$ cat src/rtl/sparc_control_unit_pkg.sv
// ============================================================================
// sparc_ctrl_pkg : shared encodings for the SPARC control unit   (rev 1.0)
// ============================================================================
`default_nettype none

package sparc_ctrl_pkg;

  typedef enum logic [3:0] {
    RESET      = 4'd0,
    FETCH      = 4'd1,
    FETCH_WAIT = 4'd2,
    DECODE     = 4'd3,
    EXEC       = 4'd4,
    LS_ADDR    = 4'd5,
    LD_WAIT    = 4'd6,
    LD_WB      = 4'd7,
    ST_DATA    = 4'd8,
    ST_WAIT    = 4'd9,
    BRANCH     = 4'd10,
    UPDATE     = 4'd11,
    ERROR      = 4'd12
  } state_e;

  typedef enum logic [2:0] {
    CL_ALU     = 3'd0,
    CL_MEM     = 3'd1,
    CL_BRANCH  = 3'd2,
    CL_NOP     = 3'd3,
    CL_ILLEGAL = 3'd4
  } iclass_e;

  localparam logic [5:0] ALU_ADD   = 6'b000000;
  localparam logic [5:0] ALU_PASSB = 6'b011111;

  // Bit positions inside Ld = {IR,MAR,MDR,PC,NPC,FR,RF}
  localparam int LDB_IR  = 6;
  localparam int LDB_MAR = 5;
  localparam int LDB_MDR = 4;
  localparam int LDB_PC  = 3;
  localparam int LDB_NPC = 2;
  localparam int LDB_FR  = 1;
  localparam int LDB_RF  = 0;

  localparam logic [1:0] TYPE_WORD = 2'b00;
  localparam logic [1:0] TYPE_BYTE = 2'b01;
  localparam logic [1:0] TYPE_HALF = 2'b10;

endpackage

`default_nettype wire

$ cat src/rtl/sparc_control_unit_if.sv
// ============================================================================
// sparc_control_unit_if : control unit <-> DataPath/RAM signal bundle (rev 1.0)
// ============================================================================
`default_nettype none

interface sparc_control_unit_if;
  logic [31:0] IR;
  logic        MOC;
  logic        BCOND;
  logic [6:0]  Ld;
  logic        nPC_Clr;
  logic        MOV;
  logic        RW;
  logic [1:0]  Type;
  logic [1:0]  MA;
  logic [1:0]  MB;
  logic        MC;
  logic        MM;
  logic [1:0]  MNP;
  logic        MOP;
  logic [1:0]  MP;
  logic [1:0]  MSc;
  logic [5:0]  OpXX;
  logic [3:0]  State;

  modport master (
    input  IR, MOC, BCOND,
    output Ld, nPC_Clr, MOV, RW, Type, MA, MB, MC, MM, MNP, MOP, MP, MSc, OpXX, State
  );

  modport slave (
    output IR, MOC, BCOND,
    input  Ld, nPC_Clr, MOV, RW, Type, MA, MB, MC, MM, MNP, MOP, MP, MSc, OpXX, State
  );
endinterface

`default_nettype wire

$ cat src/rtl/sparc_control_unit_decoder.sv
// ============================================================================
// sparc_ctrl_decoder : classifies the fetched instruction word     (rev 1.0)
// ============================================================================
`default_nettype none

module sparc_ctrl_decoder
  import sparc_ctrl_pkg::*;
(
  input  logic [31:0] ir_i,
  output iclass_e     class_o,
  output logic        is_store_o,
  output logic [1:0]  size_o,
  output logic        sets_cc_o
);

  logic [5:0] op3;
  logic [2:0] op2;
  logic       unused_ir;

  assign op3        = ir_i[24:19];
  assign op2        = ir_i[24:22];
  assign is_store_o = op3[2];
  assign size_o     = op3[1:0];
  assign sets_cc_o  = op3[4];
  assign unused_ir  = ^{ir_i[29:25], ir_i[18:0]};

  always_comb begin
    class_o = CL_ILLEGAL;
    unique case (ir_i[31:30])
      2'b10: class_o = CL_ALU;
      2'b11: begin
        if (op3 inside {6'b000000, 6'b000001, 6'b000010,
                        6'b000100, 6'b000101, 6'b000110})
          class_o = CL_MEM;
      end
      2'b00: begin
        if (op2 == 3'b010)      class_o = CL_BRANCH;
        else if (op2 == 3'b100) class_o = CL_NOP;
      end
      default: class_o = CL_ILLEGAL;
    endcase
  end

endmodule

`default_nettype wire

$ cat src/rtl/sparc_control_unit.sv
// ============================================================================
// sparc_control_unit : hardwired FSM sequencing the SPARC DataPath  (rev 1.0)
// ============================================================================
`default_nettype none

module sparc_control_unit
  import sparc_ctrl_pkg::*;
#(
  parameter int MOC_TIMEOUT     = 15,
  parameter int RESET_PC_CYCLES = 1
) (
  input  logic                 Clk,
  input  logic                 Clr,
  sparc_control_unit_if.master bus
);

  state_e     state_q, state_d;
  logic [3:0] cnt_q, cnt_d;
  logic [3:0] cnt_inc;
  iclass_e    dec_class;
  logic       dec_store;
  logic [1:0] dec_size;
  logic       dec_cc;

  sparc_ctrl_decoder u_dec (
    .ir_i      (bus.IR),
    .class_o   (dec_class),
    .is_store_o(dec_store),
    .size_o    (dec_size),
    .sets_cc_o (dec_cc)
  );

  assign cnt_inc   = (cnt_q == 4'hF) ? cnt_q : cnt_q + 4'd1;
  assign bus.MA    = 2'b00;
  assign bus.MSc   = 2'b00;
  assign bus.State = state_q;

  always_ff @(posedge Clk or posedge Clr) begin
    if (Clr) begin
      state_q <= RESET;
      cnt_q   <= 4'd0;
    end else begin
      state_q <= state_d;
      cnt_q   <= cnt_d;
    end
  end

  // cnt_d defaults to zero, so the counter is cleared on entry to every state
  always_comb begin
    state_d     = state_q;
    cnt_d       = 4'd0;
    bus.Ld      = 7'd0;
    bus.nPC_Clr = 1'b0;
    bus.MOV     = 1'b0;
    bus.RW      = 1'b1;
    bus.Type    = TYPE_WORD;
    bus.MB      = 2'd0;
    bus.MC      = 1'b0;
    bus.MM      = 1'b0;
    bus.MNP     = 2'd0;
    bus.MOP     = 1'b0;
    bus.MP      = 2'd0;
    bus.OpXX    = 6'd0;
    if (Clr) begin
      bus.nPC_Clr = 1'b1;
    end else begin
      case (state_q)
        RESET: begin
          if (cnt_q < 4'(RESET_PC_CYCLES)) begin
            bus.Ld[LDB_PC] = 1'b1;
            bus.nPC_Clr    = 1'b1;
            cnt_d          = cnt_inc;
          end else begin
            bus.Ld[LDB_NPC] = 1'b1;
            bus.MNP         = 2'd3;
            state_d         = FETCH;
          end
        end
        FETCH: begin
          bus.MB          = 2'd2;
          bus.MOP         = 1'b1;
          bus.OpXX        = ALU_PASSB;
          bus.Ld[LDB_MAR] = 1'b1;
          state_d         = FETCH_WAIT;
        end
        FETCH_WAIT: begin
          bus.MOV        = 1'b1;
          bus.Ld[LDB_IR] = bus.MOC;
          if (bus.MOC)                              state_d = DECODE;
          else if (cnt_inc == 4'(MOC_TIMEOUT))      state_d = ERROR;
          else                                      cnt_d   = cnt_inc;
        end
        DECODE: begin
          case (dec_class)
            CL_ALU:    state_d = EXEC;
            CL_MEM:    state_d = LS_ADDR;
            CL_BRANCH: state_d = BRANCH;
            CL_NOP:    state_d = UPDATE;
            default:   state_d = ERROR;
          endcase
        end
        EXEC: begin
          bus.MB         = {1'b0, bus.IR[13]};
          bus.Ld[LDB_RF] = 1'b1;
          bus.Ld[LDB_FR] = dec_cc;
          state_d        = UPDATE;
        end
        LS_ADDR: begin
          bus.MOP         = 1'b1;
          bus.OpXX        = ALU_ADD;
          bus.MB          = {1'b0, bus.IR[13]};
          bus.Ld[LDB_MAR] = 1'b1;
          state_d         = dec_store ? ST_DATA : LD_WAIT;
        end
        LD_WAIT: begin
          bus.MOV         = 1'b1;
          bus.Type        = dec_size;
          bus.Ld[LDB_MDR] = bus.MOC;
          if (bus.MOC)                              state_d = LD_WB;
          else if (cnt_inc == 4'(MOC_TIMEOUT))      state_d = ERROR;
          else                                      cnt_d   = cnt_inc;
        end
        LD_WB: begin
          bus.MB         = 2'd3;
          bus.MOP        = 1'b1;
          bus.OpXX       = ALU_PASSB;
          bus.Ld[LDB_RF] = 1'b1;
          state_d        = UPDATE;
        end
        ST_DATA: begin
          bus.MOP         = 1'b1;
          bus.OpXX        = ALU_PASSB;
          bus.MM          = 1'b1;
          bus.Ld[LDB_MDR] = 1'b1;
          state_d         = ST_WAIT;
        end
        ST_WAIT: begin
          bus.MOV  = 1'b1;
          bus.RW   = 1'b0;
          bus.Type = dec_size;
          if (bus.MOC)                              state_d = UPDATE;
          else if (cnt_inc == 4'(MOC_TIMEOUT))      state_d = ERROR;
          else                                      cnt_d   = cnt_inc;
        end
        BRANCH, UPDATE: begin
          bus.Ld[LDB_PC]  = 1'b1;
          bus.Ld[LDB_NPC] = 1'b1;
          bus.MP          = 2'd3;
          bus.MNP         = (state_q == BRANCH && bus.BCOND) ? 2'd2 : 2'd3;
          state_d         = FETCH;
        end
        ERROR:   state_d = ERROR;
        default: state_d = ERROR;
      endcase
    end
  end

endmodule

`default_nettype wire
$ cat src/flat_wrapper.sv
// flat-port wrapper written by rule: the top's interface ports become plain ports
module sparc_control_unit_flat import sparc_ctrl_pkg::*;
#(
  parameter int MOC_TIMEOUT     = 15,
  parameter int RESET_PC_CYCLES = 1
)
  (Clk, Clr, bus_IR, bus_MOC, bus_BCOND, bus_Ld, bus_nPC_Clr, bus_MOV, bus_RW, bus_Type, bus_MA, bus_MB, bus_MC, bus_MM, bus_MNP, bus_MOP, bus_MP, bus_MSc, bus_OpXX, bus_State);
  sparc_control_unit_if bus_i ();
  input  logic Clk;
  input  logic Clr;
  input wire logic [$bits(bus_i.IR)-1:0] bus_IR;
  input wire logic [$bits(bus_i.MOC)-1:0] bus_MOC;
  input wire logic [$bits(bus_i.BCOND)-1:0] bus_BCOND;
  output wire logic [$bits(bus_i.Ld)-1:0] bus_Ld;
  output wire logic [$bits(bus_i.nPC_Clr)-1:0] bus_nPC_Clr;
  output wire logic [$bits(bus_i.MOV)-1:0] bus_MOV;
  output wire logic [$bits(bus_i.RW)-1:0] bus_RW;
  output wire logic [$bits(bus_i.Type)-1:0] bus_Type;
  output wire logic [$bits(bus_i.MA)-1:0] bus_MA;
  output wire logic [$bits(bus_i.MB)-1:0] bus_MB;
  output wire logic [$bits(bus_i.MC)-1:0] bus_MC;
  output wire logic [$bits(bus_i.MM)-1:0] bus_MM;
  output wire logic [$bits(bus_i.MNP)-1:0] bus_MNP;
  output wire logic [$bits(bus_i.MOP)-1:0] bus_MOP;
  output wire logic [$bits(bus_i.MP)-1:0] bus_MP;
  output wire logic [$bits(bus_i.MSc)-1:0] bus_MSc;
  output wire logic [$bits(bus_i.OpXX)-1:0] bus_OpXX;
  output wire logic [$bits(bus_i.State)-1:0] bus_State;
  assign bus_i.IR = bus_IR;
  assign bus_i.MOC = bus_MOC;
  assign bus_i.BCOND = bus_BCOND;
  assign bus_Ld = bus_i.Ld;
  assign bus_nPC_Clr = bus_i.nPC_Clr;
  assign bus_MOV = bus_i.MOV;
  assign bus_RW = bus_i.RW;
  assign bus_Type = bus_i.Type;
  assign bus_MA = bus_i.MA;
  assign bus_MB = bus_i.MB;
  assign bus_MC = bus_i.MC;
  assign bus_MM = bus_i.MM;
  assign bus_MNP = bus_i.MNP;
  assign bus_MOP = bus_i.MOP;
  assign bus_MP = bus_i.MP;
  assign bus_MSc = bus_i.MSc;
  assign bus_OpXX = bus_i.OpXX;
  assign bus_State = bus_i.State;
  sparc_control_unit #(.MOC_TIMEOUT(MOC_TIMEOUT), .RESET_PC_CYCLES(RESET_PC_CYCLES)) u_core (.Clk(Clk), .Clr(Clr), .bus(bus_i));
endmodule
$ cat config.mk
export PLATFORM = sky130hd
export DESIGN_NAME = sparc_control_unit_flat
export DESIGN_NICKNAME = d
export VERILOG_FILES = /design/src/rtl/sparc_control_unit_pkg.sv /design/src/rtl/sparc_control_unit_if.sv /design/src/rtl/sparc_control_unit_decoder.sv /design/src/rtl/sparc_control_unit.sv /design/src/flat_wrapper.sv
export SDC_FILE = /design/constraint.sdc
export NUM_CORES = 1
export LEC_CHECK = 0
export CORE_MARGIN = 2
export CORE_UTILIZATION = 33
export CTS_BUF_LIST = sky130_fd_sc_hd__clkbuf_16
export DETAILED_ROUTE_END_ITERATION = 8
export PLACE_DENSITY = 0.75
export SLEW_MARGIN = 20
export SYNTH_ARGS = -nofsm -noshare
export SYNTH_HDL_FRONTEND = slang
export SYNTH_SLANG_ARGS = --single-unit
$ cat constraint.sdc
create_clock -name Clk -period 1.8 [get_ports Clk]
set_clock_uncertainty 0.05 [all_clocks]
set_input_delay 0.36 -clock Clk [delete_from_list [all_inputs] [get_ports Clk]]
set_output_delay 0.36 -clock Clk [all_outputs]
set_load 0.005 [all_outputs]
==> results_dict.tcl <==
set metrics [dict create \
    fillers 181 \
    synth_flop_cell "dfrtp_1" \
    ys_ff_latch 8 \
    hold_class "in2async" \
    dieArea_um2 3730 \
    start_kind "flop" \
    hpwl_mm 2.95 \
    endpoint_kind "flop" \
    cts_sinks 8 \
    synth_cell_types 46 \
    power_mw 3.87 \
    setup_viol 29 \
    timing.final.crit_share 1.15 \
    ios 71 \
    crit_arrival_ns 2.17 \
    violations "negative setup slack" \
    num_vias 1761 \
    clock-root-buffer "clkbuf_16" \
    routabilityCongestion 0.917 \
    cp.required_ns 1.90 \
    clk_pin_slew_ns 0.04 \
    drc 0 \
    worstSetupPathType "reg2reg" \
    initial_core_util 0.349 \
    setup_ws_ns -0.272 \
    antenna_found_initial 0 \
    vias_per_cell 5.61 \
    nNetsFinal 309 \
    finalHoldViolCount 0 \
    crit_fanout 7 \
    clockBufferDepth 2 \
    drt-total-wl_mm 6.10 \
    grt_pass1_wl_mm 7.33 \
    post_dp_cell_area_um2 1830 \
    hold_slack_ns 0.356 \
    io_buffer_count 41 \
    die_h_um 61.0 \
    syn_inst 155 \
    p_leak_nw 1.17 \
    netlist_area_um2 1070 \
    h-tree-depth 1 \
    wl_per_cell_um 19.4 \
    p_per_area_nw_per_um2 1550 \
    clock_latency_ns 0.24 \
    area_growth_pct 132 \
    place_ws_ns -0.558 \
    synth-edff-count 0 \
    drv_slew 0 \
    grt_start_max_net_pins 15 \
    n_antenna_cell 0 \
    ys_seq_area_frac 0.186 \
    cts_buffers 3 \
    dr.pass1.iters 4 \
    drive_gt1_frac 0.652 \
    rows 20 \
    fmax_ghz 0.483 \
    tns_ns -4.61 \
    rsz0062_at_grt "yes" \
    grt_overflow 0 \
    ant_nets 0 \
    cts_tree "yes" \
    die_w_um 61.0 \
    async_flop_share 1.00 \
    grt_pass1_vias 1547 \
    vdd.ir_drop.worst_mv 1.13 \
    track_usage 0.269 \
    synth_warnings 0 \
    maxCapViolCount 0 \
    core_um2 3080 \
    period_needed_ns 2.07 \
    drt_iter0_markers 128 \
    avgSynthCellArea_um2 6.93 \
    design_area_um2 2490 \
    status "complete, but fails checks" \
]
-- placed cells by master, fill, tap and decap left out, types with 3 or more instances in the layout --
master | Yosys | routed
nand3_1 | 5 | 3
a31oi_1 | 4 | 3
clkdlybuf4s15_1 | 0 | 3
nor2_2 | 0 | 3
inv_2 | 0 | 4
dfrtp_2 | 0 | 4
clkbuf_2 | 0 | 7
buf_4 | 12 | 63
clkdlybuf4s50_1 | 0 | 8
a21oi_2 | 0 | 4
and3_1 | 4 | 3
dlygate4sd2_1 | 0 | 4
buf_2 | 0 | 13
conb_1 | 1 | 6
clkbuf_16 | 0 | 3
o21ai_0 | 7 | 4
inv_1 | 8 | 4
nor3_2 | 1 | 5
buf_6 | 1 | 27
nand2_1 | 13 | 11
nor2_1 | 14 | 8
nor2_4 | 0 | 3
nor3_1 | 10 | 4
nand2b_4 | 0 | 3
nand4_1 | 4 | 4
nor2b_4 | 0 | 3
a21oi_1 | 7 | 3
dfrtp_1 | 8 | 4
-- state kept, by name (all words and copies together) (netlist names) --
name,flops
u_core.bus.State,4
u_core.cnt_q,4
-- worst max-delay path: stages, from the launching register on --
cell and delay [ns]:
dfrtp_2 0.49, or3b_4 0.42, a21boi_4 0.15, buf_6 0.12, or3b_4 0.38, a21o_4 0.23, a211oi_2 0.14
-- kinds of logic after synthesis --
kind of cell,count (synthesis),synth area share
compound gates,38,0.241
xor+xnor,2,0.0163
fa+ha+maj,2,0.0233
buf+inv,29,0.150
flops,8,0.186
mux,2,0.0186
other cells,1,0.00349
simple gates,73,0.360
-- path summary, 6_finish.rpt --
path,cells past startpoint,end,slack [ns],startpoint
max in group asynchronous,3,u_core.bus.State[1],1.17,Clr
worst min-delay path,3,u_core.bus.State[3],0.36,Clr
worst min register to register,3,u_core.cnt_q[1],0.64,u_core.cnt_q[1]
worst max register to register,6,u_core.cnt_q[3],-0.27,u_core.bus.State[1]
min in group Clk,3,u_core.cnt_q[1],0.64,u_core.cnt_q[1]
worst max-delay path,6,u_core.cnt_q[3],-0.27,u_core.bus.State[1]
-- metal layers --
| layer | up-vias | routed length, um | global-route usage |
|---|---|---|---|
| met2 | 113 | 3100 | 0.462 |
| met1 | 856 | 2270 | 0.341 |
| met4 | 0 | 221 | 0.0870 |
| li1 | 770 | - | - |
| met3 | 22 | 511 | 0.0462 |
| met5 | - | 0 | 0 |
-- cell type report --
type,instances,area [um2],area share
tap,44,55.1,0.0221
clock inverter,1,3.75,0.00151
sequential,8,205,0.0825
clock buffer,3,75.1,0.0302
multi-input combinational,123,1060,0.428
inverter,8,32.5,0.0131
timing repair buffer,127,1050,0.422
-- stage by stage --
stage	util	std cells
after floorplan	-	160
after global placement	0.594	276
after detailed placement	0.594	276
after CTS	0.713	300
after global routing	0.808	314
final	0.808	314
-- report_power, final --
part	leakage [nW]	internal (mW)	switching [mW]	total (mW)
clock network	0.0423	0.291	0.104	0.395
logic	1.03	1.70	1.43	3.13
registers	0.102	0.236	0.104	0.340
total	1.17	2.23	1.63	3.87
-- synth_stat cells (2+ instances only) --
cell type / n / area share
nor2_1: 14 / 0.049
nand2_1: 13 / 0.045
buf_4: 12 / 0.084
nor3_1: 10 / 0.047
dfrtp_1: 8 / 0.19
inv_1: 8 / 0.028
a21oi_1: 7 / 0.033
clkbuf_1: 7 / 0.024
o21ai_0: 7 / 0.033
nand2b_1: 5 / 0.029
nand3_1: 5 / 0.023
a31oi_1: 4 / 0.023
and3_1: 4 / 0.023
nand4_1: 4 / 0.023
nor2b_1: 4 / 0.023
and2_1: 3 / 0.017
a22oi_1: 2 / 0.014
ha_1: 2 / 0.023
mux2i_1: 2 / 0.019
nor4_1: 2 / 0.012
o211a_1: 2 / 0.019
o21bai_1: 2 / 0.014
o22ai_1: 2 / 0.012
o31ai_1: 2 / 0.014
or3b_1: 2 / 0.016
xnor2_1: 2 / 0.016
-- timing repair --
| item | 4_1_cts | 5_1_grt |
|---|---|---|
| hold endpoints to repair | 0 | 0 |
| gates resized for setup | 135 | 71 |
| endpoints found under the setup margin | 32 | 33 |
| pin swaps | 19 | 20 |
| setup buffers | 21 | 16 |
| hold buffers | 0 | 0 |
No activity file was read; power rests on OpenSTA's default activity.
